File: src/rtl/bm_bcd_pkg.sv
// Shared constants and types for the sequential binary-to-BCD converter.
// Latency: n/a (package only).
// Backpressure: n/a (package only).
//
// Contents: FSM state encoding, add-3 correction threshold, blank nibble
// used for out-of-range digit selects, and default sizing parameters.
package bm_bcd_pkg;

  localparam int DEF_BIN_W  = 16;
  localparam int DEF_DIGITS = 5;
  localparam int DEF_IDX_W  = 3;

  typedef enum logic [1:0] {
    IDLE  = 2'd0,
    SHIFT = 2'd1,
    DONE  = 2'd2
  } state_t;

  // A BCD digit at or above this value would exceed 9 after doubling,
  // so it gets +3 before the next shift.
  localparam logic [3:0] ADD3_THRESHOLD = 4'd5;

  // Drives the downstream seven-segment decoder into its default pattern.
  localparam logic [3:0] BLANK_NIBBLE = 4'hF;

endpackage : bm_bcd_pkg

File: src/rtl/bm_bcd_add3.sv
// Double-dabble digit correction: add 3 to a BCD digit that is 5 or more.
// Latency: combinational, zero cycles.
// Backpressure: none; pure function of the input nibble.
//
// Ports:
//   digit     - current scratch BCD digit (0..9 in normal operation)
//   corrected - digit + 3 when digit >= 5, otherwise digit unchanged
module bm_bcd_add3
  import bm_bcd_pkg::*;
(
  input  logic [3:0] digit,
  output logic [3:0] corrected
);

  // Inputs are always 0..9 during a conversion, so the 4-bit sum never wraps.
  assign corrected = (digit >= ADD3_THRESHOLD) ? digit + 4'd3 : digit;

endmodule : bm_bcd_add3

File: src/rtl/bm_bin2bcd_seq.sv
// Sequential binary-to-BCD converter (shift-and-add-3), one binary bit per clock.
// Latency: start accepted at edge k -> bcd_out/done valid after edge k+BIN_W+1.
// Backpressure: none queued; start is ignored while busy, bin sampled only on acceptance.
//
// Ports:
//   clock, reset_n - rising-edge clock, asynchronous active-low reset
//   start, bin     - conversion request and binary operand (sampled in IDLE)
//   busy, done     - conversion in flight / one-cycle result-valid pulse
//   bcd_out        - registered packed BCD result, digit 0 in bits [3:0]
//   digit_idx      - digit select for bcd_digit
//   bcd_digit      - selected BCD nibble, BLANK_NIBBLE when digit_idx >= DIGITS
module bm_bin2bcd_seq
  import bm_bcd_pkg::*;
#(
  parameter int BIN_W  = DEF_BIN_W,
  parameter int DIGITS = DEF_DIGITS,
  parameter int IDX_W  = DEF_IDX_W
) (
  input  logic                  clock,
  input  logic                  reset_n,
  input  logic                  start,
  input  logic [BIN_W-1:0]      bin,
  output logic                  busy,
  output logic                  done,
  output logic [4*DIGITS-1:0]   bcd_out,
  input  logic [IDX_W-1:0]      digit_idx,
  output logic [3:0]            bcd_digit
);

  localparam int BCD_W = 4 * DIGITS;
  localparam int CNT_W = (BIN_W > 1) ? $clog2(BIN_W) : 1;

  state_t               state;
  logic [BCD_W-1:0]     scratch;
  logic [BIN_W-1:0]     bin_sr;
  logic [CNT_W-1:0]     bit_cnt;

  logic [BCD_W-1:0]       adj;
  logic [BCD_W+BIN_W-1:0] cat_shifted;

  // Per-digit add-3 correction applied to the scratch before every shift.
  for (genvar g = 0; g < DIGITS; g++) begin : g_add3
    bm_bcd_add3 u_add3 (
      .digit     (scratch[4*g +: 4]),
      .corrected (adj[4*g +: 4])
    );
  end

  // One double-dabble step: the binary MSB moves into scratch bit 0.
  // The top bit of the corrected scratch falls off; it is provably zero
  // because 10^DIGITS exceeds the binary range.
  assign cat_shifted = {adj, bin_sr} << 1;

  always_ff @(posedge clock or negedge reset_n) begin
    if (!reset_n) begin
      state   <= IDLE;
      busy    <= 1'b0;
      done    <= 1'b0;
      bcd_out <= '0;
      scratch <= '0;
      bin_sr  <= '0;
      bit_cnt <= '0;
    end else begin
      done <= 1'b0;
      case (state)
        IDLE: begin
          if (start) begin
            bin_sr  <= bin;
            scratch <= '0;
            bit_cnt <= CNT_W'(BIN_W - 1);
            busy    <= 1'b1;
            state   <= SHIFT;
          end
        end
        SHIFT: begin
          scratch <= cat_shifted[BCD_W+BIN_W-1 -: BCD_W];
          bin_sr  <= cat_shifted[BIN_W-1:0];
          if (bit_cnt == '0) begin
            state <= DONE;
          end else begin
            bit_cnt <= bit_cnt - 1'b1;
          end
        end
        DONE: begin
          // Only point where bcd_out changes, so it never shows partial sums.
          bcd_out <= scratch;
          done    <= 1'b1;
          busy    <= 1'b0;
          state   <= IDLE;
        end
        default: begin
          state <= IDLE;
          busy  <= 1'b0;
        end
      endcase
    end
  end

  // Digit select feeding the seven-segment decoder; out-of-range selects blank.
  always_comb begin
    bcd_digit = BLANK_NIBBLE;
    for (int i = 0; i < DIGITS; i++) begin
      if (digit_idx == IDX_W'(i)) begin
        bcd_digit = bcd_out[4*i +: 4];
      end
    end
  end

endmodule : bm_bin2bcd_seq

File: config.mk
export PLATFORM = sky130hd
export DESIGN_NAME = bm_bin2bcd_seq
export DESIGN_NICKNAME = d
export VERILOG_FILES = /design/src/rtl/bm_bcd_pkg.sv /design/src/rtl/bm_bcd_add3.sv /design/src/rtl/bm_bin2bcd_seq.sv
export SDC_FILE = /design/constraint.sdc
export NUM_CORES = 1
export LEC_CHECK = 0
export ABC_CLOCK_PERIOD_IN_PS = 3500
export BUFFER_PORTS_ARGS = -buffer_cell sky130_fd_sc_hd__buf_2
export CORE_AREA = 5 5 78 80
export CTS_CLUSTER_SIZE = 14
export DETAILED_ROUTE_END_ITERATION = 8
export DIE_AREA = 0 0 83 85
export HOLD_SLACK_MARGIN = 0.03
export PLACE_DENSITY = 0.81
export SLEW_MARGIN = 30
export SYNTH_ARGS = -nofsm -noshare
export SYNTH_HDL_FRONTEND = slang
export SYNTH_SLANG_ARGS = --single-unit
export TNS_END_PERCENT = 30
File: constraint.sdc
create_clock -name clock -period 3.5 [get_ports clock]
set_input_delay 0.7 -clock clock [delete_from_list [all_inputs] [get_ports clock]]
set_output_delay 0.7 -clock clock [all_outputs]
set_load 0.01 [all_outputs]
==> flow_metrics.env, run 1 <==
export IMPL_synth_area_sq_um=3050
export IMPL_grt_pass1_wl_microns=10700
export IMPL_maxSlewViolCount=0
export IMPL_status="finished, final reports clean"
export IMPL_sw_ratio_pct=37.9
export IMPL_global_route_overflow_total=0
export IMPL_synth_simple_gate_area_share_pct=13.4
export IMPL_static_leakage_power_nw=1.69
export IMPL_dp_slack_ps=1000
export IMPL_numPortBuffers=47
export IMPL_tritoncts_clock_tree="done"
export IMPL_number_of_detailed_route_iterations_in_the_first_pass=4
export IMPL_synth_mux_area_share_pct=6.60
export IMPL_chipHeight_microns=85
export IMPL_rsz_0062_raised_after_global_routing="false"
export IMPL_clock_tree_root_cell="sky130_fd_sc_hd__clkbuf_8"
export IMPL_seq_total_area_yosys_pct=52.5
export IMPL_report_final_hold_viol_count=0
export IMPL_post_synth_xor_area_fraction_pct=2.58
export IMPL_switchingPower_w=0.00116
export IMPL_antenna_diode_count=0
export IMPL_post_cts_buffers=0
export IMPL_dp_hpwl_microns=4310
export IMPL_drtAntennaViolNets=0
export IMPL_final_min_period_over_clock_period_pct=71.2
export IMPL_leading_post_synthesis_cells_by_cell_area="sky130_fd_sc_hd__dfrtp_1, sky130_fd_sc_hd__nand2_1, sky130_fd_sc_hd__ha_1"
export IMPL_worstPathMaxFanout=9
export IMPL_worstSetupPathType="in -> out"
export IMPL_drt_wirelength_per_cell_microns=14.7
export IMPL_synth_flop_cell="sky130_fd_sc_hd__dfrtp_1"
export IMPL_slew_headroom_pct=50.6
export IMPL_drc_errors=0
export IMPL_clockBufferDepth=2
export IMPL_power_combinational_fraction_pct=38.8
export IMPL_compound_cell_area_share_of_the_yosys_netlist_pct=15.9
export IMPL_die_x_microns=83
export IMPL_synthArstFlopShare_pct=100
export IMPL_synth_fa_ha_area_share_pct=4.51
export IMPL_layout_nets=376
export IMPL_worstSetupEndpointType="output port"
export IMPL_worst_setup_hold_path_clk_slew_ps=70
export IMPL_hold_path_class="in -> async"
export IMPL_design_power_total_w=0.00307
export IMPL_worst_skew_pair_late_latency_ps=340
export IMPL_peakVddDrop_v=0.000417
export IMPL_start_util_pct=57.2
export IMPL_maxClockFrequency_ghz=0.401
export IMPL_yosys_warnings=0
export IMPL_post_drt_via_cell_ratio=5.52
export IMPL_critPathArrivalTime_ps=1790
export IMPL_cts_htree_levels=3
export IMPL_routabilityCongestion=0.909
export IMPL_cp_data_required_time_ps=2800
export IMPL_final_setup_tns_ps=0
export IMPL_floorplan_die_area_sq_um=7060
export IMPL_fin_skew_ps=6.99
export IMPL_core_region_area_sq_um=5340
export IMPL_layout_commonest_cell="sky130_fd_sc_hd__dfrtp_1"
export IMPL_drt_initial_drc_count=109
export IMPL_power_sequential_fraction_pct=41.8
export IMPL_stdcell_area_sq_um=3500
export IMPL_synthDistinctLibCells=35
export IMPL_largest_family_of_logic_cells_by_synthesized_area="compound AO/OA/AOI/OAI gates"
export IMPL_cts_hold_repair_buffers=0
export IMPL_synth_seq_cells=64
export IMPL_boundaryPins=48
export IMPL_fillerInstances=456
export IMPL_drv_max_cap_violation_count=0
export IMPL_placedInstanceArea_sq_um=3320
export IMPL_setup_violations_final=0
export IMPL_post_synth_top_area_cell="sky130_fd_sc_hd__dfrtp_1"
export IMPL_grt_max_degree=46
export IMPL_grtUsageTotal_pct=19.0
export IMPL_cts_made_buffers=9
export IMPL_num_vias=2303
export IMPL_layout_cells_most_common_list="sky130_fd_sc_hd__dfrtp_1, sky130_fd_sc_hd__nand2_1, sky130_fd_sc_hd__buf_2"
export IMPL_synth_enable_flop_cells=0
export IMPL_syn_instance_count=299
export IMPL_antenna_violations_before_repair=0
export IMPL_post_route_cells_drive_above_1_share_pct=23.2
export IMPL_synthToLayoutAreaGrowth_pct=14.6
export IMPL_core_rowCount=27
export IMPL_worstMarginPinSlew_ps=739
export IMPL_post_route_min_period_ps=2490
export IMPL_cts_sinks=64
export IMPL_yosys_area_top_type_share_pct=52.5
export IMPL_post_synth_cell_area_avg_sq_um=10.2
export IMPL_final_setup_worst_slack_ps=1010
export IMPL_power_per_cell_area_nw_per_um2=878
export IMPL_cellInternalPower_w=0.00191
export IMPL_ctsResizeCount=0
export IMPL_critical_path_startpoint_type="input pin"
export IMPL_clkPwrFrac_pct=19.4
export IMPL_synth_net_count=332
export IMPL_routed_wl_microns=6140
export IMPL_number_of_global_route_vias_before_repair=2288
## area by class of cell
type,count,area [sq um],area share (%)
tap,72,90.1,2.58
clock buffer,12,145,4.15
multi-input combinational,204,1320,37.8
clock inverter,1,30.0,0.858
timing repair buffer,50,258,7.37
inverter,14,52.6,1.50
sequential,64,1600,45.8
## stage by stage
stage	hold WS, ps	utilization [%]	cells
2_1_floorplan	404	-	299
3_3_place_gp	460	62.1	404
3_5_place_dp	464	62.3	404
4_1_cts	404	65.5	417
5_1_grt	424	65.5	417
6_report	376	65.5	417
## cell families (layout without fill, tap and decap cells)
logic type / Yosys count / after routing
buf+inv: 31 / 77
xor+xnor: 9 / 9
compound gates: 74 / 74
fa+ha+maj: 11 / 11
flops: 64 / 64
simple gates: 95 / 95
mux: 15 / 15
## sequential cells by signal (all words and copies together) (netlist names)
register	cells
bcd_out	20
bin_sr	16
bit_cnt	4
busy	1
done	1
scratch	20
state	2
## per-layer routing
| metal | share of wire [%] | vias to the layer above | track usage, % |
|---|---|---|---|
| li1 | - | 1138 | - |
| met3 | 6.2 | 14 | 5.83 |
| met2 | 46 | 65 | 30.4 |
| met4 | 2.3 | 0 | 8.92 |
| met5 | 0 | - | 0 |
| met1 | 45 | 1086 | 23.7 |
## synthesized netlist by cell type (5+ instances only)
cell type and number:
sky130_fd_sc_hd__o31ai_1 5, sky130_fd_sc_hd__o22ai_1 6, sky130_fd_sc_hd__xnor2_1 6, sky130_fd_sc_hd__a32o_1 5
sky130_fd_sc_hd__o21ai_0 16, sky130_fd_sc_hd__o311ai_0 5, sky130_fd_sc_hd__nand3_1 5, sky130_fd_sc_hd__clkbuf_1 5
sky130_fd_sc_hd__mux2_2 11, sky130_fd_sc_hd__a31oi_1 15, sky130_fd_sc_hd__nand2b_1 7, sky130_fd_sc_hd__buf_2 10
sky130_fd_sc_hd__inv_1 14, sky130_fd_sc_hd__nand2_1 48, sky130_fd_sc_hd__nor2_1 22, sky130_fd_sc_hd__ha_1 11
sky130_fd_sc_hd__nor3_1 6, sky130_fd_sc_hd__dfrtp_1 64, sky130_fd_sc_hd__a21oi_1 13
## power groups by stage
stage | clock [W] | combinational [W] | sequential [W]
6_report | 0.000595 | 0.00119 | 0.00128
5_1_grt | 0.000636 | 0.00137 | 0.00133
4_1_cts | 0.000601 | 0.00121 | 0.00128
3_5_place_dp | 0 | 0.00120 | 0.00129
3_3_place_gp | 0 | 0.00115 | 0.00127
2_1_floorplan | 0 | 0.000893 | 0.00126
## final timing paths
| check | start | end | slack [ps] | depth (start not counted) |
|---|---|---|---|---|
| max reg2reg | scratch[12] | scratch[13] | 1940 | 6 |
| max in group asynchronous | reset_n | scratch[5] | 2230 | 2 |
| min | reset_n | bcd_out[18] | 380 | 1 |
| min reg2reg | busy | busy | 480 | 1 |
| min in group clock | busy | busy | 480 | 1 |
| max | digit_idx[0] | bcd_digit[2] | 1010 | 5 |
## critical path, cell delays in order
cell and delay (ps):
sky130_fd_sc_hd__buf_2 200, sky130_fd_sc_hd__mux2_2 360, sky130_fd_sc_hd__o22a_1 200, sky130_fd_sc_hd__o22a_1 190, sky130_fd_sc_hd__buf_2 140
Note: power is estimated with default switching activity, not from simulation.
==> run 2: changes to the inputs <==
ABC_AREA = 1   (was default)
ABC_CLOCK_PERIOD_IN_PS = 2210   (was 3500)
CORE_AREA = 5 5 86 88   (was 5 5 78 80)
DIE_AREA = 0 0 91 93   (was 0 0 83 85)
PLACE_DENSITY = 0.74   (was 0.81)
clock period = 2.21 ns   (was 3.5 ns; I/O delays follow)
==> flow_metrics.env, run 2 <==
export IMPL_status="finished, final reports clean"
export IMPL_switchingPower_w=0.00209
export IMPL_post_synth_cell_area_avg_sq_um=8.07
export IMPL_slew_headroom_pct=67.5
export IMPL_synthMostInstantiatedCell="sky130_fd_sc_hd__nand2_1"
export IMPL_drt_wirelength_per_cell_microns=12.7
export IMPL_post_drt_via_cell_ratio=5.16
export IMPL_worstPathMaxFanout=6
export IMPL_number_of_global_route_vias_before_repair=2759
export IMPL_crit_chain="buf_2 > inv_1 > nand2_1 > inv_1 > nand2_1 > inv_1 > nand2_1 > nand2_1 > nand2_1 > nand2_1 > buf_2"
export IMPL_grtUsageTotal_pct=17.5
export IMPL_layout_commonest_cell="sky130_fd_sc_hd__nand2_1"
export IMPL_synthDistinctLibCells=27
export IMPL_drc_errors=0
export IMPL_grt_pass1_wl_microns=12200
export IMPL_rr_endpoint="scratch[2]"
export IMPL_core_region_area_sq_um=6570
export IMPL_start_util_pct=48.9
export IMPL_dp_hpwl_microns=4830
export IMPL_worst_r2r_cell_count=8
export IMPL_cts_made_buffers=9
export IMPL_routed_wl_microns=6800
export IMPL_placedInstanceArea_sq_um=3520
export IMPL_worstMarginPinSlew_ps=484
export IMPL_post_route_cells_drive_above_1_share_pct=16.5
export IMPL_gr_usage_met3_pct=3.78
export IMPL_antenna_diode_count=0
export IMPL_rsz_0062_raised_after_global_routing="false"
export IMPL_global_route_overflow_total=0
export IMPL_worst_skew_pair_late_latency_ps=330
export IMPL_final_min_period_over_clock_period_pct=85.1
export IMPL_worstSetupEndpointType="output port"
export IMPL_path_delay_family="buffers and inverters"
export IMPL_post_cts_buffers=0
export IMPL_largestRegisters="bcd_out (20), scratch (20), bin_sr (16)"
export IMPL_layout_cells_most_common_list="sky130_fd_sc_hd__nand2_1, sky130_fd_sc_hd__dfrtp_1, sky130_fd_sc_hd__inv_1"
export IMPL_number_of_detailed_route_iterations_in_the_first_pass=5
export IMPL_cp_data_required_time_ps=1770
export IMPL_boundaryPins=48
export IMPL_synthArstFlopShare_pct=100
export IMPL_critPathArrivalTime_ps=1440
export IMPL_drt_initial_drc_count=194
export IMPL_grt_max_degree=65
export IMPL_stdcell_area_sq_um=3740
export IMPL_floorplan_die_area_sq_um=8460
export IMPL_maxClockFrequency_ghz=0.532
export IMPL_report_final_hold_viol_count=0
export IMPL_peakVddDrop_v=0.000591
export IMPL_critical_path_max_stage_delay_ps=140
export IMPL_busiest_layer="met2"
export IMPL_yosys_area_top_type_share_pct=49.9
export IMPL_worstSetupPathType="in -> out"
export IMPL_fillerInstances=599
export IMPL_leading_post_synthesis_cells_by_cell_area="sky130_fd_sc_hd__dfrtp_1, sky130_fd_sc_hd__nand2_1, sky130_fd_sc_hd__a21oi_1"
export IMPL_final_setup_tns_ps=0
export IMPL_syn_instance_count=398
export IMPL_drtAntennaViolNets=0
export IMPL_die_x_microns=91
export IMPL_cellInternalPower_w=0.00313
export IMPL_critPathBufInv=5
export IMPL_routabilityCongestion=0.874
export IMPL_maxSlewViolCount=0
export IMPL_global_route_track_usage_on_met2_pct=27.5
export IMPL_power_per_cell_area_nw_per_um2=1400
export IMPL_numPortBuffers=47
export IMPL_tritoncts_clock_tree="done"
export IMPL_power_sequential_fraction_pct=39.3
export IMPL_crit_path_top_delay_cell="sky130_fd_sc_hd__inv_1"
export IMPL_final_core_utilization_pct=56.9
export IMPL_critical_path_top_cell_by_count="sky130_fd_sc_hd__nand2_1"
export IMPL_synth_cells_most_frequent="sky130_fd_sc_hd__nand2_1, sky130_fd_sc_hd__dfrtp_1, sky130_fd_sc_hd__inv_1"
export IMPL_hold_path_class="in -> async"
export IMPL_synth_area_sq_um=3210
export IMPL_grt_util_met1_pct=23.2
export IMPL_cts_hold_repair_buffers=0
export IMPL_cts_htree_levels=3
export IMPL_yosys_warnings=0
export IMPL_core_rowCount=30
export IMPL_chipHeight_microns=93
export IMPL_post_route_min_period_ps=1880
export IMPL_clock_tree_root_cell="sky130_fd_sc_hd__clkbuf_8"
export IMPL_cts_sinks=64
export IMPL_static_leakage_power_nw=1.95
export IMPL_cp_startpoint="digit_idx[2]"
export IMPL_post_synth_top_area_cell="sky130_fd_sc_hd__dfrtp_1"
export IMPL_r2r_slack_ps=750
export IMPL_synth_net_count=431
export IMPL_ctsResizeCount=0
export IMPL_fin_skew_ps=7.10
export IMPL_r2r_start="scratch[0]"
export IMPL_clkPwrFrac_pct=20.4
export IMPL_synth_seq_cells=64
export IMPL_synth_enable_flop_cells=0
export IMPL_synthToLayoutAreaGrowth_pct=16.4
export IMPL_layout_nets=482
export IMPL_setup_violations_final=0
export IMPL_critical_path_startpoint_type="input pin"
export IMPL_seq_total_area_yosys_pct=49.9
export IMPL_synth_flop_cell="sky130_fd_sc_hd__dfrtp_1"
export IMPL_clockBufferDepth=2
export IMPL_drv_max_cap_violation_count=0
export IMPL_sw_ratio_pct=40.0
export IMPL_power_combinational_fraction_pct=40.3
export IMPL_antenna_violations_before_repair=0
export IMPL_worst_setup_hold_path_clk_slew_ps=60
export IMPL_worst_hold_slack_ps=96.5
export IMPL_dp_cells=518
export IMPL_final_standard_cell_count_with_taps_included_and_fillers_excluded=534
export IMPL_num_vias=2753
-- run 2: power by group through the flow --
stage,Sequential (W),Combinational [W],Clock (W)
6_report,0.00205,0.00210,0.00106
5_1_grt,0.00212,0.00247,0.00115
4_1_cts,0.00205,0.00213,0.00109
3_5_place_dp,0.00207,0.00212,0
3_3_place_gp,0.00205,0.00204,0
2_1_floorplan,0.00204,0.00157,0
-- run 2: layer usage --
metal / up-vias / part of all wire (%) / wire (microns)
li1: 1382 / - / -
met1: 1284 / 47 / 3230
met2: 76 / 45 / 3070
met3: 11 / 6.1 / 417
met4: 0 / 1.3 / 89
met5: - / 0 / 0
-- run 2: cell families after synthesis --
| group | share of synthesized area (%) |
|---|---|
| XOR/XNOR | 1.09 |
| adder cells (fa/ha/maj) | 4.29 |
| AND/OR/NAND/NOR | 21.2 |
| AO/OA/AOI/OAI | 15.0 |
| buffers and inverters | 8.49 |
| flip-flops | 49.9 |
-- run 2: worst register-to-register path: cells and delay by family (launching register included) --
| family | cells | cell delay, ps |
|---|---|---|
| DFF | 1 | 410 |
| and+or+nand+nor | 4 | 340 |
| AOI/OAI and AO/OA | 1 | 280 |
| buffers and inverters | 2 | 200 |
| adders and majority gates | 1 | 180 |
-- run 2: how the worst max path moves through the flow --
stage | end | depth (start not counted)
finish | bcd_digit[2] | 11
global route | bcd_digit[1] | 11
CTS | bcd_digit[2] | 11
detailed placement | bcd_digit[2] | 11
global placement | bcd_digit[2] | 11
floorplan | bcd_digit[1] | 9
-- run 2: cell type report --
cell class	count	area, sq um	share of cell area, %
repair buffers	52	285	7.63
clock buffers	14	183	4.89
clock inverters	2	35.0	0.937
inverters	51	195	5.22
multi-input cells	271	1340	35.8
flip-flops and latches	64	1600	42.9
well taps	80	100	2.68
-- run 2: stage by stage --
stage | total power, W | setup WS (ps)
4_1_cts | 0.00527 | 347
3_5_place_dp | 0.00419 | 355
6_report | 0.00522 | 329
5_1_grt | 0.00574 | 131
3_3_place_gp | 0.00409 | 415
2_1_floorplan | 0.00361 | 645
==> run 3: changes to the inputs <==
CORE_AREA = 5 5 89 91   (was 5 5 86 88)
DIE_AREA = 0 0 94 96   (was 0 0 91 93)
SYNTH_HIERARCHICAL = 1   (was default)
==> flow_metrics.env, run 3 <==
export IMPL_status="finished, final reports clean"
export IMPL_cts_made_buffers=9
export IMPL_number_of_global_route_vias_before_repair=2868
export IMPL_layout_cells_most_common_list="sky130_fd_sc_hd__nand2_1, sky130_fd_sc_hd__dfrtp_1, sky130_fd_sc_hd__o21ai_0"
export IMPL_regArea_sq_um=1600
export IMPL_layout_commonest_cell="sky130_fd_sc_hd__nand2_1"
export IMPL_synth_area_sq_um=3500
export IMPL_peakVddDrop_v=0.000641
export IMPL_post_cts_buffers=0
export IMPL_floorplan_die_area_sq_um=9020
export IMPL_grtUsageTotal_pct=17.5
export IMPL_worstSetupEndpointType="output port"
export IMPL_cts_htree_levels=3
export IMPL_core_rowCount=31
export IMPL_worst_setup_hold_path_clk_slew_ps=70
export IMPL_antenna_violations_before_repair=0
export IMPL_drtAntennaViolNets=0
export IMPL_global_route_overflow_total=0
export IMPL_post_synth_cell_area_avg_sq_um=7.92
export IMPL_synthToLayoutAreaGrowth_pct=13.4
export IMPL_maxSlewViolCount=0
export IMPL_critPathArrivalTime_ps=1440
export IMPL_drt_wirelength_per_cell_microns=12.2
export IMPL_final_setup_worst_slack_ps=327
export IMPL_clock_tree_root_cell="sky130_fd_sc_hd__clkbuf_8"
export IMPL_report_final_hold_viol_count=0
export IMPL_critical_path_max_stage_delay_ps=150
export IMPL_numPortBuffers=47
export IMPL_multi_input_comb_area_sq_um=1590
export IMPL_yosys_warnings=6
export IMPL_number_of_detailed_route_iterations_in_the_first_pass=4
export IMPL_largestRegisters="bcd_out (20), scratch (20), bin_sr (16)"
export IMPL_stdcell_area_sq_um=3970
export IMPL_grt_max_degree=65
export IMPL_worstMarginPinSlew_ps=533
export IMPL_boundaryPins=48
export IMPL_drt_initial_drc_count=138
export IMPL_layout_nets=520
export IMPL_final_min_period_over_clock_period_pct=85.2
export IMPL_path_delay_family="buffers and inverters"
export IMPL_crit_chain="buf_2 > inv_1 > nand2_1 > inv_1 > nand2_1 > nand3_1 > nand2_1 > nand2_1 > nand2_1 > buf_2"
export IMPL_worstPathMaxFanout=6
export IMPL_start_util_pct=49.6
export IMPL_cp_data_required_time_ps=1770
export IMPL_placedInstanceArea_sq_um=3780
export IMPL_num_vias=2942
export IMPL_critical_path_startpoint_type="input pin"
export IMPL_drv_max_cap_violation_count=0
export IMPL_antenna_diode_count=0
export IMPL_drc_errors=0
export IMPL_syn_instance_count=442
export IMPL_fillerInstances=675
export IMPL_tritoncts_clock_tree="done"
export IMPL_maxClockFrequency_ghz=0.531
export IMPL_ctsResizeCount=0
export IMPL_final_setup_tns_ps=0
export IMPL_dp_slack_ps=355
export IMPL_grt_pass1_wl_microns=12500
export IMPL_cts_sinks=64
export IMPL_routed_wl_microns=7210
export IMPL_fin_skew_ps=9.13
export IMPL_chipHeight_microns=96
export IMPL_post_route_cells_drive_above_1_share_pct=21.0
export IMPL_routabilityCongestion=0.921
export IMPL_hold_path_class="in -> async"
export IMPL_crit_path_top_delay_cell="sky130_fd_sc_hd__inv_1"
export IMPL_worst_skew_pair_late_latency_ps=340
export IMPL_slew_headroom_pct=64.4
export IMPL_critical_path_top_cell_by_count="sky130_fd_sc_hd__nand2_1"
export IMPL_rsz_0062_raised_after_global_routing="false"
export IMPL_worstSetupPathType="in -> out"
export IMPL_post_drt_via_cell_ratio=4.99
export IMPL_synth_net_count=475
export IMPL_static_leakage_power_nw=2.01
export IMPL_dp_hpwl_microns=4960
export IMPL_post_route_min_period_ps=1880
export IMPL_setup_violations_final=0
export IMPL_critPathBufInv=4
export IMPL_cts_hold_repair_buffers=0
export IMPL_die_x_microns=94
export IMPL_power_per_cell_area_nw_per_um2=1400
export IMPL_clockBufferDepth=2
export IMPL_core_region_area_sq_um=7060
run 3: per-layer routing:
metal | routed length (microns) | up-vias | share of wire (%) | track usage [%]
met5 | 0 | - | 0 | 0
met4 | 90 | 0 | 1.2 | 5.42
met3 | 487 | 9 | 6.8 | 5.47
met2 | 3410 | 84 | 47 | 29.6
met1 | 3220 | 1363 | 45 | 21.4
li1 | - | 1486 | - | -
run 3: final cells by class:
class,count,area share (%)
flip-flops and latches,64,40.4
multi-input cells,310,40.2
repair buffers,49,6.62
inverters,53,5.01
clock buffers,11,3.56
well taps,99,3.12
clock inverters,4,1.14
run 3: final timing paths:
check / start / endpoint / slack, ps / cells past startpoint
worst max register to register: state[0] / bin_sr[14] / 640 / 6
max in group asynchronous: reset_n / bin_sr[3] / 1830 / 2
worst min register to register: busy / busy / 490 / 2
worst max-delay path: digit_idx[2] / bcd_digit[0] / 330 / 10
min in group clock: bin[0] / bin_sr[0] / 360 / 3
worst min-delay path: reset_n / bcd_out[18] / 100 / 2
run 3: worst reg2reg max path, delay by kind of cell (launching register included):
kind,cells,cell delay (ps)
buffers and inverters,2,500
AND/OR/NAND/NOR,3,460
flip-flops,1,420
AO/OA/AOI/OAI,1,60
run 3: metrics by stage:
step	power, W	instances	hold WS, ps	utilization (%)
detailed placement	0.00461	575	480	53.6
global placement	0.00450	575	465	53.6
CTS	0.00561	590	113	56.2
global route	0.00611	590	116	56.2
floorplan	0.00406	442	146	-
finish	0.00556	590	100	56.2
run 3: power by group:
group / internal, W / switching, W / total (W)
Sequential: 0.00166 / 0.000392 / 0.00205
Clock: 0.000540 / 0.000429 / 0.000969
Combinational: 0.000947 / 0.00160 / 0.00254
